**src/rtl/csr_file_pkg.sv**
```systemverilog
// rtl/csr_file_pkg.sv - CSR addresses, write masks and mstatus bit positions
package csr_file_pkg;

  localparam logic [11:0] CSR_MSTATUS   = 12'h300;
  localparam logic [11:0] CSR_MIE       = 12'h304;
  localparam logic [11:0] CSR_MTVEC     = 12'h305;
  localparam logic [11:0] CSR_MSCRATCH  = 12'h340;
  localparam logic [11:0] CSR_MEPC      = 12'h341;
  localparam logic [11:0] CSR_MCAUSE    = 12'h342;
  localparam logic [11:0] CSR_MIP       = 12'h344;
  localparam logic [11:0] CSR_MCYCLE    = 12'hB00;
  localparam logic [11:0] CSR_MINSTRET  = 12'hB02;
  localparam logic [11:0] CSR_MCYCLEH   = 12'hB80;
  localparam logic [11:0] CSR_MINSTRETH = 12'hB82;
  localparam logic [11:0] CSR_MHARTID   = 12'hF14;

  localparam int MSTATUS_MIE_BIT  = 3;
  localparam int MSTATUS_MPIE_BIT = 7;

  localparam logic [31:0] MSTATUS_WMASK = (32'd1 << MSTATUS_MIE_BIT) | (32'd1 << MSTATUS_MPIE_BIT);
  localparam logic [31:0] MSTATUS_FIXED = 32'h0000_1800;
  localparam logic [31:0] MIE_WMASK     = 32'h0000_0080;
  localparam logic [31:0] XVEC_WMASK    = 32'hFFFF_FFFC;

  // Value a write to addr would leave in the register (also the bypass value).
  function automatic logic [31:0] csr_wmask(input logic [11:0] addr, input logic [31:0] data);
    case (addr)
      CSR_MSTATUS:         return (data & MSTATUS_WMASK) | MSTATUS_FIXED;
      CSR_MIE:             return data & MIE_WMASK;
      CSR_MTVEC, CSR_MEPC: return data & XVEC_WMASK;
      default:             return data;
    endcase
  endfunction

  function automatic logic csr_plain_rw(input logic [11:0] addr);
    return (addr == CSR_MSTATUS) || (addr == CSR_MIE) || (addr == CSR_MTVEC) ||
           (addr == CSR_MSCRATCH) || (addr == CSR_MEPC) || (addr == CSR_MCAUSE);
  endfunction

endpackage

```
**src/rtl/csr_file_if.sv**
```systemverilog
// rtl/csr_file_if.sv - CSR read port and the two CSR write ports (EX and interrupt controller)
interface csr_if;
  logic [11:0] id_csr_raddr_i;
  logic [31:0] id_csr_rdata_o;
  logic        id_csr_illegal_o;
  logic        ex_csr_we_i;
  logic [11:0] ex_csr_waddr_i;
  logic [31:0] ex_csr_wdata_i;
  logic        cl_csr_we_i;
  logic [11:0] cl_csr_waddr_i;
  logic [31:0] cl_csr_wdata_i;

  modport master (
    output id_csr_raddr_i, ex_csr_we_i, ex_csr_waddr_i, ex_csr_wdata_i,
           cl_csr_we_i, cl_csr_waddr_i, cl_csr_wdata_i,
    input  id_csr_rdata_o, id_csr_illegal_o
  );

  modport slave (
    input  id_csr_raddr_i, ex_csr_we_i, ex_csr_waddr_i, ex_csr_wdata_i,
           cl_csr_we_i, cl_csr_waddr_i, cl_csr_wdata_i,
    output id_csr_rdata_o, id_csr_illegal_o
  );
endinterface

```
**src/rtl/csr_file_counter64.sv**
```systemverilog
// rtl/csr_file_counter64.sv - 64-bit wrapping counter with independent half writes
module csr_counter64 (
  input  logic        clk,
  input  logic        rst,
  input  logic        inc,
  input  logic        we_lo,
  input  logic [31:0] wdata_lo,
  input  logic        we_hi,
  input  logic [31:0] wdata_hi,
  output logic [63:0] value
);

  logic [31:0] lo_q;
  logic [31:0] hi_q;
  logic        carry;

  assign carry = inc && (lo_q == 32'hFFFF_FFFF);
  assign value = {hi_q, lo_q};

  // A written low half suppresses the carry into the high half that cycle.
  always_ff @(posedge clk) begin
    if (rst) begin
      lo_q <= '0;
      hi_q <= '0;
    end else begin
      if (we_lo)    lo_q <= wdata_lo;
      else if (inc) lo_q <= lo_q + 32'd1;
      if (we_hi)                hi_q <= wdata_hi;
      else if (carry && !we_lo) hi_q <= hi_q + 32'd1;
    end
  end

endmodule

```
**src/rtl/csr_file.sv**
```systemverilog
// rtl/csr_file.sv - core0 machine-mode CSR file; counters built only with CSR_COUNTERS_EN
module csr_file
  import csr_file_pkg::*;
#(
  parameter logic [31:0] HART_ID   = 32'd0,
  parameter logic [31:0] MTVEC_RST = 32'h0000_0000
) (
  input  logic        clk,
  input  logic        rst,
  input  logic        timer_int_i,
  input  logic        instret_i,
  csr_if.slave        bus,
  output logic [31:0] mstatus_o,
  output logic [31:0] mtvec_o,
  output logic [31:0] mepc_o,
  output logic [31:0] mie_o,
  output logic [31:0] mip_o
);

  logic [11:0] raddr, ex_waddr, cl_waddr;
  logic        ex_we, cl_we;
  logic [31:0] ex_wdata, cl_wdata;

  assign raddr    = bus.id_csr_raddr_i;
  assign ex_we    = bus.ex_csr_we_i;
  assign ex_waddr = bus.ex_csr_waddr_i;
  assign ex_wdata = bus.ex_csr_wdata_i;
  assign cl_we    = bus.cl_csr_we_i;
  assign cl_waddr = bus.cl_csr_waddr_i;
  assign cl_wdata = bus.cl_csr_wdata_i;

  // The EX data is only picked when the controller is not writing the same address.
  function automatic logic wr_hit(input logic [11:0] a);
    return (cl_we && cl_waddr == a) || (ex_we && ex_waddr == a);
  endfunction

  function automatic logic [31:0] wr_val(input logic [11:0] a);
    return csr_wmask(a, (cl_we && cl_waddr == a) ? cl_wdata : ex_wdata);
  endfunction

  logic [31:0] mstatus_q, mie_q, mtvec_q, mscratch_q, mepc_q, mcause_q;

  always_ff @(posedge clk) begin
    if (rst) begin
      mstatus_q  <= MSTATUS_FIXED;
      mie_q      <= '0;
      mtvec_q    <= MTVEC_RST & XVEC_WMASK;
      mscratch_q <= '0;
      mepc_q     <= '0;
      mcause_q   <= '0;
    end else begin
      if (wr_hit(CSR_MSTATUS))  mstatus_q  <= wr_val(CSR_MSTATUS);
      if (wr_hit(CSR_MIE))      mie_q      <= wr_val(CSR_MIE);
      if (wr_hit(CSR_MTVEC))    mtvec_q    <= wr_val(CSR_MTVEC);
      if (wr_hit(CSR_MSCRATCH)) mscratch_q <= wr_val(CSR_MSCRATCH);
      if (wr_hit(CSR_MEPC))     mepc_q     <= wr_val(CSR_MEPC);
      if (wr_hit(CSR_MCAUSE))   mcause_q   <= wr_val(CSR_MCAUSE);
    end
  end

  assign mstatus_o = mstatus_q;
  assign mtvec_o   = mtvec_q;
  assign mepc_o    = mepc_q;
  assign mie_o     = mie_q;
  assign mip_o     = {24'b0, timer_int_i, 7'b0};

`ifdef CSR_COUNTERS_EN
  logic [63:0] mcycle, minstret;

  csr_counter64 u_mcycle (
    .clk      (clk),
    .rst      (rst),
    .inc      (1'b1),
    .we_lo    (wr_hit(CSR_MCYCLE)),
    .wdata_lo (wr_val(CSR_MCYCLE)),
    .we_hi    (wr_hit(CSR_MCYCLEH)),
    .wdata_hi (wr_val(CSR_MCYCLEH)),
    .value    (mcycle)
  );

  csr_counter64 u_minstret (
    .clk      (clk),
    .rst      (rst),
    .inc      (instret_i),
    .we_lo    (wr_hit(CSR_MINSTRET)),
    .wdata_lo (wr_val(CSR_MINSTRET)),
    .we_hi    (wr_hit(CSR_MINSTRETH)),
    .wdata_hi (wr_val(CSR_MINSTRETH)),
    .value    (minstret)
  );
`else
  logic unused_instret;
  assign unused_instret = instret_i;
`endif

  logic [31:0] reg_val;
  logic        implemented;
  logic        rd_writable;

  always_comb begin
    reg_val     = '0;
    implemented = 1'b1;
    rd_writable = csr_plain_rw(raddr);
    case (raddr)
      CSR_MSTATUS:  reg_val = mstatus_q;
      CSR_MIE:      reg_val = mie_q;
      CSR_MTVEC:    reg_val = mtvec_q;
      CSR_MSCRATCH: reg_val = mscratch_q;
      CSR_MEPC:     reg_val = mepc_q;
      CSR_MCAUSE:   reg_val = mcause_q;
      CSR_MIP:      reg_val = mip_o;
      CSR_MHARTID:  reg_val = HART_ID;
`ifdef CSR_COUNTERS_EN
      CSR_MCYCLE:    begin reg_val = mcycle[31:0];    rd_writable = 1'b1; end
      CSR_MCYCLEH:   begin reg_val = mcycle[63:32];   rd_writable = 1'b1; end
      CSR_MINSTRET:  begin reg_val = minstret[31:0];  rd_writable = 1'b1; end
      CSR_MINSTRETH: begin reg_val = minstret[63:32]; rd_writable = 1'b1; end
`else
      CSR_MCYCLE, CSR_MCYCLEH, CSR_MINSTRET, CSR_MINSTRETH: reg_val = '0;
`endif
      default:      implemented = 1'b0;
    endcase
  end

  assign bus.id_csr_rdata_o   = (rd_writable && wr_hit(raddr)) ? wr_val(raddr) : reg_val;
  assign bus.id_csr_illegal_o = !implemented;

endmodule

```
**src/flat_wrapper.sv**
```systemverilog
// flat-port wrapper written by rule: the top's interface ports become plain ports
module csr_file_flat import csr_file_pkg::*;
#(
  parameter logic [31:0] HART_ID   = 32'd0,
  parameter logic [31:0] MTVEC_RST = 32'h0000_0000
)
  (clk, rst, timer_int_i, instret_i, mstatus_o, mtvec_o, mepc_o, mie_o, mip_o, bus_id_csr_raddr_i, bus_ex_csr_we_i, bus_ex_csr_waddr_i, bus_ex_csr_wdata_i, bus_cl_csr_we_i, bus_cl_csr_waddr_i, bus_cl_csr_wdata_i, bus_id_csr_rdata_o, bus_id_csr_illegal_o);
  csr_if bus_i ();
  input  logic clk;
  input  logic rst;
  input  logic timer_int_i;
  input  logic instret_i;
  output logic [31:0] mstatus_o;
  output logic [31:0] mtvec_o;
  output logic [31:0] mepc_o;
  output logic [31:0] mie_o;
  output logic [31:0] mip_o;
  input wire logic [$bits(bus_i.id_csr_raddr_i)-1:0] bus_id_csr_raddr_i;
  input wire logic [$bits(bus_i.ex_csr_we_i)-1:0] bus_ex_csr_we_i;
  input wire logic [$bits(bus_i.ex_csr_waddr_i)-1:0] bus_ex_csr_waddr_i;
  input wire logic [$bits(bus_i.ex_csr_wdata_i)-1:0] bus_ex_csr_wdata_i;
  input wire logic [$bits(bus_i.cl_csr_we_i)-1:0] bus_cl_csr_we_i;
  input wire logic [$bits(bus_i.cl_csr_waddr_i)-1:0] bus_cl_csr_waddr_i;
  input wire logic [$bits(bus_i.cl_csr_wdata_i)-1:0] bus_cl_csr_wdata_i;
  output wire logic [$bits(bus_i.id_csr_rdata_o)-1:0] bus_id_csr_rdata_o;
  output wire logic [$bits(bus_i.id_csr_illegal_o)-1:0] bus_id_csr_illegal_o;
  assign bus_i.id_csr_raddr_i = bus_id_csr_raddr_i;
  assign bus_i.ex_csr_we_i = bus_ex_csr_we_i;
  assign bus_i.ex_csr_waddr_i = bus_ex_csr_waddr_i;
  assign bus_i.ex_csr_wdata_i = bus_ex_csr_wdata_i;
  assign bus_i.cl_csr_we_i = bus_cl_csr_we_i;
  assign bus_i.cl_csr_waddr_i = bus_cl_csr_waddr_i;
  assign bus_i.cl_csr_wdata_i = bus_cl_csr_wdata_i;
  assign bus_id_csr_rdata_o = bus_i.id_csr_rdata_o;
  assign bus_id_csr_illegal_o = bus_i.id_csr_illegal_o;
  csr_file #(.HART_ID(HART_ID), .MTVEC_RST(MTVEC_RST)) u_core (.clk(clk), .rst(rst), .timer_int_i(timer_int_i), .instret_i(instret_i), .bus(bus_i), .mstatus_o(mstatus_o), .mtvec_o(mtvec_o), .mepc_o(mepc_o), .mie_o(mie_o), .mip_o(mip_o));
endmodule
```
**config.mk**
```make
export PLATFORM = sky130hd
export DESIGN_NAME = csr_file_flat
export DESIGN_NICKNAME = d
export VERILOG_FILES = /design/src/rtl/csr_file_pkg.sv /design/src/rtl/csr_file_if.sv /design/src/rtl/csr_file_counter64.sv /design/src/rtl/csr_file.sv /design/src/flat_wrapper.sv
export SDC_FILE = /design/constraint.sdc
export NUM_CORES = 1
export LEC_CHECK = 0
export ABC_AREA = 0
export BUFFER_PORTS_ARGS = -buffer_cell sky130_fd_sc_hd__buf_2
export CORE_MARGIN = 3
export CORE_UTILIZATION = 52
export DETAILED_ROUTE_END_ITERATION = 10
export GPL_TIMING_DRIVEN = 1
export PLACE_DENSITY = 0.94
export SLEW_MARGIN = 10
export SYNTH_ARGS = -nofsm -noshare
export SYNTH_HDL_FRONTEND = slang
export SYNTH_SLANG_ARGS = --single-unit
export TNS_END_PERCENT = 30
```
**constraint.sdc**
```tcl
create_clock -name clk -period 2.3 [get_ports clk]
set_clock_uncertainty 0.1 [all_clocks]
set_input_delay 0.23 -clock clk [delete_from_list [all_inputs] [get_ports clk]]
set_output_delay 0.23 -clock clk [all_outputs]
set_load 0.005 [all_outputs]
```
==> key figures, run 1 <==
Worst setup path
  • Largest fanout of any net on the critical path: 6
  • Cell family contributing the most delay on the critical path: buffers and inverters
  • CP Data Required Time: slightly below 2 ns
  • Most numerous cell on the critical path: sky130_fd_sc_hd__buf_6
  • Worst r2r dst: u_core.mcause_q[4]$_SDFFE_PP0P_
  • Critical path endpoint category: primary output
  • List of cells traversed by the critical path: buf_6 -> xnor2_2 -> nand4_1 -> buf_4 -> nor4_4 -> buf_6 -> buf_8 -> buf_12 -> mux2_4 -> mux2i_1 -> buf_2
  • Launch point of the worst reg-to-reg path: u_core.mcause_q[4]$_SDFFE_PP0P_
  • Count of cells along the worst register-to-register path: 2
  • Worst path slowest cell: sky130_fd_sc_hd__mux2_4
  • Slack of the worst reg-to-reg path: 1.30 ns
  • Worst endpoint data arrival time: around 2.2 ns
  • WS Path Type: primary input to primary output
  • Bufs and invs on worst path: 6
  • CP Launch Type: primary input
  • Slowest Stage Delay on Critical Path: 0.30 ns

CTS
  • TritonCTS clock tree: built
  • Clock transition time at the flip-flop clock pins of the worst setup and hold paths: 0.05 ns
  • Clock latency at the later pin of the worst-skew pair: 0.41 ns
  • Clock Path Buffers: 2
  • Num Clock Sinks: 127
  • Root buffer selected by CTS: sky130_fd_sc_hd__clkbuf_16
  • Number of buffers added by the clock tree synthesis step: 17
  • Total number of H-tree levels: 4

STA
  • Setup repair after global routing missed its margin: yes
  • Max-slew violations: 0
  • Rel. slew slack: 0.627
  • Smallest setup slack after layout: -0.202 ns
  • Final period utilization: 1.09
  • Setup TNS: -4.34 ns
  • Fmax: ~400 MHz
  • Number of setup violations in the final report: 33
  • Fin crit period: ~2.5 ns
  • Worst Max-Slew Pin Slew: roughly 0.56 ns
  • Number of endpoints with negative hold slack in the final report: 0

Pwr
  • Worst IR Drop VDD: 483 uV
  • Leakage power of the design: roughly 4.8 nW
  • Combinational fraction of design power: 0.100
  • Switching portion of total power: 0.233
  • Switching power summed over all nets: about 1.3 mW
  • Fraction of power consumed by sequential logic: 0.391
  • Power Density: between 500 and 600 mW/mm^2
  • Clock power frac: 0.509
  • Internal cell power: about 4.3 mW

Synth
  • Number of enable flip-flop cells after synthesis: 0
  • Yosys warnings: 0
  • Ys async rst share: 0
  • Flops & latches, synth: approximately 130
  • Sequential-to-total area share from yosys stat: 0.292
  • Cell area after synthesis: between 0.008 and 0.009 mm^2
  • Synth unique cells: slightly below 50
  • Post-synthesis average cell area: 7.93 um^2
  • Gate count of the mapped netlist: roughly 1100
  • Most used flip-flop cell after synthesis: sky130_fd_sc_hd__dfxtp_1

Hold path
  • Hold depth: 3
  • Hold crit path type: primary input to flip-flop
  • Endpoint of the worst hold-timing path: u_core.mcause_q[1]$_SDFFE_PP0P_
  • Min-Delay Startpoint: bus_ex_csr_wdata_i[1]

Detailed routing
  • Routed met3 length: about 3600 um
  • Total length of routed met2 wires: between 10000 and 15000 um
  • Total wire length: 30900 um
  • Length of routed wiring on met1: between 10000 and 15000 um
  • Top layer in use: met5
  • Remaining number of nets flagged by the antenna check after routing: 0
  • Wire length per cell after detailed routing: roughly 20 um
  • Vias post-DR: around 9700
  • Number of vias per cell after detailed routing: between 6 and 7
  • Drt initial violations: 1212
  • Final routed DRC violation total: 0
  • Number of iterations in the first detailed-routing pass: 7

Place
  • Setup slack at placement: -0.227 ns
  • HPWL after detailed placement: around 20000 um
  • IO Port Bufs: between 200 and 250
  • Dpl cell area: between 0.009 and 0.01 mm^2
  • RD Place Congestion: 0.967

Floorplan
  • Die Height: around 140 um
  • Die width: ~140 um
  • I/O Pins: roughly 300
  • Total number of placement rows: 46
  • Area of the core: 0.0161 mm^2
  • Initial core utilization: 0.540
  • Total Die Area: roughly 0.018 mm^2

Final layout
  • Fin area: 0.0110 mm^2
  • Layout overhead on the synthesized area: 26.2%
  • Number of fill cells: 1157
  • Share of final-layout standard cells stronger than drive strength 1: 0.308
  • Number of nets in the finished design: 1410

GRT
  • GRT Total Usage: 0.304
  • Global-route wire length before repair: ~45000 um
  • Vias in the first global route: a little under 9000
  • Initial antenna violation count: 3
  • Pin count of the biggest net entering global routing: 65
  • GRT Residual Overflow: 0

Run
  • Count of maximum capacitance violations: 0

Run status
  • Violations in the final reports: negative setup slack
  • Status: finished with violations
==> stage by stage <==
| stage | hold slack [ns] | std cells | util | total power [mW] |
|---|---|---|---|---|
| 4_1_cts | 0.000184 | 1531 | 0.669 | 5.56 |
| 6_report | 0.00688 | 1534 | 0.681 | 5.62 |
| 5_1_grt | 0.0188 | 1534 | 0.681 | 5.77 |
| 2_1_floorplan | 0.292 | 1191 | - | 2.59 |
| 3_5_place_dp | 0.370 | 1492 | 0.615 | 2.72 |
| 3_3_place_gp | 0.360 | 1492 | 0.615 | 2.71 |
==> per-layer routing <==
layer | global-route usage | vias to the layer above
met3 | 0.0676 | 189
li1 | - | 4169
met4 | 0.156 | 2
met2 | 0.506 | 816
met5 | 0 | -
met1 | 0.370 | 4479
==> tightest hold or removal path, cell delays in order <==
cell,delay (ns)
sky130_fd_sc_hd__buf_2,0.11
sky130_fd_sc_hd__nand2_1,0.05
sky130_fd_sc_hd__a311oi_1,0.09
==> cell usage after synthesis (all sizes together), types with 8 or more instances <==
cell type | count | area share
dfxtp | 127 | 0.29
a211oi | 34 | 0.029
mux2i | 65 | 0.075
buf | 128 | 0.11
nor4 | 10 | 0.012
nand2 | 254 | 0.11
nor2 | 136 | 0.059
clkbuf | 64 | 0.028
a222oi | 27 | 0.031
a311oi | 94 | 0.095
nand2b | 8 | 0.0058
mux2 | 59 | 0.076
xnor2 | 25 | 0.025
==> cells in the final DEF, fill, tap and decap left out, types with 5 or more instances in the layout <==
master and count:
sky130_fd_sc_hd__mux2i_2 5, sky130_fd_sc_hd__nand2_1 252, sky130_fd_sc_hd__mux2_2 39, sky130_fd_sc_hd__mux2_1 10, sky130_fd_sc_hd__nand4_1 6, sky130_fd_sc_hd__a222oi_1 27, sky130_fd_sc_hd__dfxtp_1 127, sky130_fd_sc_hd__nor2_1 135
sky130_fd_sc_hd__mux2i_1 60, sky130_fd_sc_hd__buf_6 18, sky130_fd_sc_hd__conb_1 96, sky130_fd_sc_hd__buf_4 59, sky130_fd_sc_hd__buf_12 13, sky130_fd_sc_hd__xnor2_1 13, sky130_fd_sc_hd__nand2b_1 8, sky130_fd_sc_hd__xnor2_2 12
sky130_fd_sc_hd__a211oi_1 33, sky130_fd_sc_hd__clkbuf_1 5, sky130_fd_sc_hd__clkbuf_16 17, sky130_fd_sc_hd__a311oi_1 94, sky130_fd_sc_hd__buf_2 190, sky130_fd_sc_hd__nor3_1 5, sky130_fd_sc_hd__mux2_4 10
==> state kept, by name (all words and copies together), names as in the netlist <==
register and cells:
u_core.mie_o 1, u_core.mscratch_q 32, u_core.mcause_q 32, u_core.mstatus_o 2
u_core.mepc_o 30, u_core.mtvec_o 30
==> power groups by stage <==
| stage | clock [mW] | combinational [mW] | sequential, mW |
|---|---|---|---|
| 2_1_floorplan | 0 | 0.343 | 2.25 |
| 3_3_place_gp | 0 | 0.457 | 2.25 |
| 3_5_place_dp | 0 | 0.470 | 2.25 |
| 4_1_cts | 2.86 | 0.497 | 2.20 |
| 5_1_grt | 2.97 | 0.597 | 2.20 |
| 6_report | 2.86 | 0.560 | 2.20 |
==> cell type report <==
| type | instances | area [um^2] | share of cell area |
|---|---|---|---|
| antenna | 2 | 5.00 | 0.000456 |
| clock buffer | 25 | 485 | 0.0442 |
| clock inverter | 6 | 130 | 0.0119 |
| multi-input combinational | 873 | 5600 | 0.511 |
| sequential | 127 | 2540 | 0.232 |
| tap | 216 | 270 | 0.0246 |
| timing repair buffer | 285 | 1940 | 0.177 |
==> worst max-delay path by stage <==
| stage | startpoint | end | cells past startpoint |
|---|---|---|---|
| global placement | bus_id_csr_raddr_i[4] | bus_id_csr_rdata_o[12] | 8 |
| detailed placement | bus_id_csr_raddr_i[4] | bus_id_csr_rdata_o[12] | 8 |
| CTS | bus_id_csr_raddr_i[10] | bus_id_csr_rdata_o[16] | 9 |
| finish | bus_id_csr_raddr_i[4] | bus_id_csr_rdata_o[16] | 11 |
| floorplan | bus_id_csr_raddr_i[1] | bus_id_csr_rdata_o[11] | 9 |
| global route | bus_id_csr_raddr_i[4] | bus_id_csr_rdata_o[13] | 11 |
==> logic make-up after synthesis <==
| family | Yosys count | synth area share |
|---|---|---|
| xor+xnor | 25 | 0.0252 |
| compound gates | 175 | 0.172 |
| mux | 124 | 0.151 |
| buf+inv | 192 | 0.136 |
| flops | 127 | 0.292 |
| simple gates | 452 | 0.223 |
| other cells | 2 | 0.000863 |
==> what timing repair did <==
item / 4_1_cts / 5_1_grt
pin swaps: 13 / 17
endpoints found under the hold margin: 1 / 0
setup buffers: 4 / 1
gates resized for setup: 46 / 40
hold buffers: 1 / 0
endpoints found under the setup margin: 32 / 33
cloned: 3 / 0
(Power assumes the default switching activity.)
==> run 2: changes to the inputs <==
--- a/config.mk
+++ b/config.mk
@@ -11,7 +11,9 @@
 export CORE_UTILIZATION = 52
 export DETAILED_ROUTE_END_ITERATION = 10
 export GPL_TIMING_DRIVEN = 1
+export HOLD_SLACK_MARGIN = 0.1
 export PLACE_DENSITY = 0.94
+export RECOVER_POWER = 100
 export SLEW_MARGIN = 10
 export SYNTH_ARGS = -nofsm -noshare
 export SYNTH_HDL_FRONTEND = slang
==> run 2 against run 1 <==
Critical path depth decreased by 3. Largest cell class unchanged. Flip-flop and latch count unchanged. Non-clock buffer count increased by 64. Combinational power increased by 18%. Cell area increased by 4.9%. The run still ends with negative setup slack left. Utilization increased by 3.4 points. Global-route usage increased by 2.8 points. Sequential power about the same. Clock-buffer cell count unchanged.
==> key figures, run 2 (same netlist as run 1, synthesis figures left out) <==
Final layout
  • Most common library cell in the layout ignoring fill and taps: sky130_fd_sc_hd__nand2_1
  • Layout overhead on the synthesized area: 32.4%
  • Number of fill cells: 1098 (-5.1%)
  • Area of combinational cells with multiple inputs: 0.00563 mm^2 (+0.38%)
  • Flip-flop and latch area: 0.00254 mm^2 (unchanged)
  • Non-filler cells, final: 1598 (+4.2%)
  • Number of nets in the finished design: 1474 (+4.5%)
  • Share of final-layout standard cells stronger than drive strength 1: 0.258 (-0.0498)
  • Top library cells by usage in the layout, fill and taps aside: sky130_fd_sc_hd__nand2_1, sky130_fd_sc_hd__buf_2, sky130_fd_sc_hd__nor2_1
  • Largest registers: u_core.mcause_q x32, u_core.mscratch_q x32
  • Fin area: 0.0115 mm^2 (+4.9%)

Place
  • Number of placed instances, taps included: 1492 (unchanged)
  • HPWL after detailed placement: 19600 um (unchanged)
  • RD Place Congestion: 0.967 (unchanged)
  • IO Port Bufs: 201 (unchanged)
  • Setup slack at placement: -0.227 ns (unchanged)
  • Dpl cell area: 0.00990 mm^2 (unchanged)

Worst setup path
  • WS Path Type: primary input to primary output
  • Worst endpoint data arrival time: 2.40 ns (+0.23 ns)
  • CP Launch Type: primary input
  • Critical path endpoint category: primary output
  • CP Data Required Time: 1.97 ns (about the same)
  • Largest fanout of any net on the critical path: 6 (unchanged)

Detailed routing
  • Vias post-DR: 10200 (+5.2%)
  • Number of iterations in the first detailed-routing pass: 8 (+1)
  • Total wire length: 34200 um (+11%)
  • Number of vias per cell after detailed routing: 6.36 (+1.0%)
  • Final routed DRC violation total: 0 (unchanged)
  • Remaining number of nets flagged by the antenna check after routing: 0 (unchanged)
  • Drt initial violations: 1430 (+18%)
  • Wire length per cell after detailed routing: 21.4 um (+6.3%)

STA
  • Setup TNS: -8.81 ns (-4.47 ns)
  • Number of setup violations in the final report: 35 (+6.1%)
  • Number of endpoints with negative hold slack in the final report: 0 (unchanged)
  • Setup repair after global routing missed its margin: yes
  • Rel. slew slack: 0.489 (-0.138)
  • Max-slew violations: 0 (unchanged)
  • Fin crit period: 2.73 ns (+0.232 ns)
  • Fmax: 366 MHz (-8.5%)
  • Final period utilization: 1.19 (+0.101)
  • Worst Max-Slew Pin Slew: 0.766 ns (+0.208 ns)
  • Smallest setup slack after layout: -0.434 ns (-0.232 ns)

CTS
  • Root buffer selected by CTS: sky130_fd_sc_hd__clkbuf_16
  • Num Clock Sinks: 127 (unchanged)
  • Clock latency at the later pin of the worst-skew pair: 0.42 ns (about the same)
  • TritonCTS clock tree: built
  • Clock Path Buffers: 2 (unchanged)
  • Number of buffers added by the clock tree synthesis step: 17 (unchanged)
  • Clock transition time at the flip-flop clock pins of the worst setup and hold paths: 0.06 ns (about the same)
  • Total number of H-tree levels: 4 (unchanged)

Pwr
  • Power Density: 497 mW/mm^2 (-2.9%)
  • Leakage power of the design: 4.84 nW (+0.99%)
  • Overall power after layout: 5.73 mW (+1.9%)
  • Worst IR Drop VDD: 486 uV (+0.56%)

GRT
  • GRT Residual Overflow: 0 (unchanged)
  • Global-route wire length before repair: 49000 um (+9.2%)
  • Initial antenna violation count: 3 (unchanged)
  • Vias in the first global route: 9492 (+9.0%)
  • Pin count of the biggest net entering global routing: 65 (unchanged)
  • GRT Total Usage: 0.333 (+0.0282)

Floorplan
  • Die Height: 135 um (unchanged)
  • Total number of placement rows: 46 (unchanged)
  • Die width: 135 um (unchanged)
  • Area of the core: 0.0161 mm^2 (unchanged)
  • Initial core utilization: 0.540 (unchanged)
  • I/O Pins: 299 (unchanged)
  • Total Die Area: 0.0183 mm^2 (unchanged)

Run status
  • Status: finished with violations
  • Violations in the final reports: negative setup slack

Run
  • Count of maximum capacitance violations: 0 (unchanged)

Hold path
  • Hold crit path type: primary input to flip-flop
[run 2: changes by cell type in the layout (fill, tap and decap cells not counted), sizes merged]
| cell | change |
|---|---|
| dlygate4sd3 | +65 |
| buf | -54 |
| clkbuf | +53 |
[run 2: per-stage QoR]
| stage | utilization | hold slack, ns |
|---|---|---|
| global route | 0.715 | 0.155 |
| finish | 0.715 | 0.135 |
| floorplan | - | 0.292 |
| CTS | 0.710 | 0.110 |
| global placement | 0.615 | 0.360 |
| detailed placement | 0.615 | 0.370 |
[run 2: timing repair]
item,in CTS,in global routing
hold endpoints to repair,125,0
setup buffers,4,0
hold buffers,66,0
pin swaps,13,9
gates resized for setup,46,38
cloned,3,0
setup endpoints to repair,32,35
[run 2: path summary, 6_finish.rpt]
kind,start,to,slack [ns],cells after the start
max,bus_id_csr_raddr_i[8],bus_id_csr_rdata_o[14],-0.43,8
min,bus_cl_csr_waddr_i[0],u_core.mie_o[7]$_SDFFE_PP0P_,0.14,4
max reg2reg,u_core.mcause_q[20]$_SDFFE_PP0P_,u_core.mcause_q[20]$_SDFFE_PP0P_,0.87,3
min reg2reg,u_core.mcause_q[6]$_SDFFE_PP0P_,u_core.mcause_q[6]$_SDFFE_PP0P_,0.38,2
[run 2: layer usage]
layer / share of wire / track usage / routed length, um / vias to the layer above
met5: 0.00038 / 0 / 13 / -
met3: 0.13 / 0.0810 / 4280 / 258
li1: - / - / - / 4296
met4: 0.063 / 0.186 / 2150 / 2
met2: 0.47 / 0.562 / 16100 / 974
met1: 0.34 / 0.386 / 11700 / 4631
[run 2: where the power goes]
group / switching [mW] / internal [mW] / total, mW
clock: 0.974 / 1.89 / 2.87
combinational: 0.372 / 0.290 / 0.663
sequential: 0.000480 / 2.20 / 2.20
total: 1.35 / 4.38 / 5.73
[run 2: layout make-up]
cell class,instances,area share
diodes,2,0.000435
clock buffers,25,0.0422
clock inverters,6,0.0113
multi-input cells,873,0.488
flip-flops and latches,127,0.221
well taps,216,0.0235
repair buffers,349,0.213
[run 2: critical path, cell delays in order]
cell and delay (ns):
sky130_fd_sc_hd__buf_2 0.16, sky130_fd_sc_hd__xnor2_1 0.28, sky130_fd_sc_hd__nand4_1 0.21, sky130_fd_sc_hd__or4_4 0.57, sky130_fd_sc_hd__a21o_4 0.31, sky130_fd_sc_hd__buf_4 0.21
sky130_fd_sc_hd__mux2i_1 0.27, sky130_fd_sc_hd__buf_2 0.17
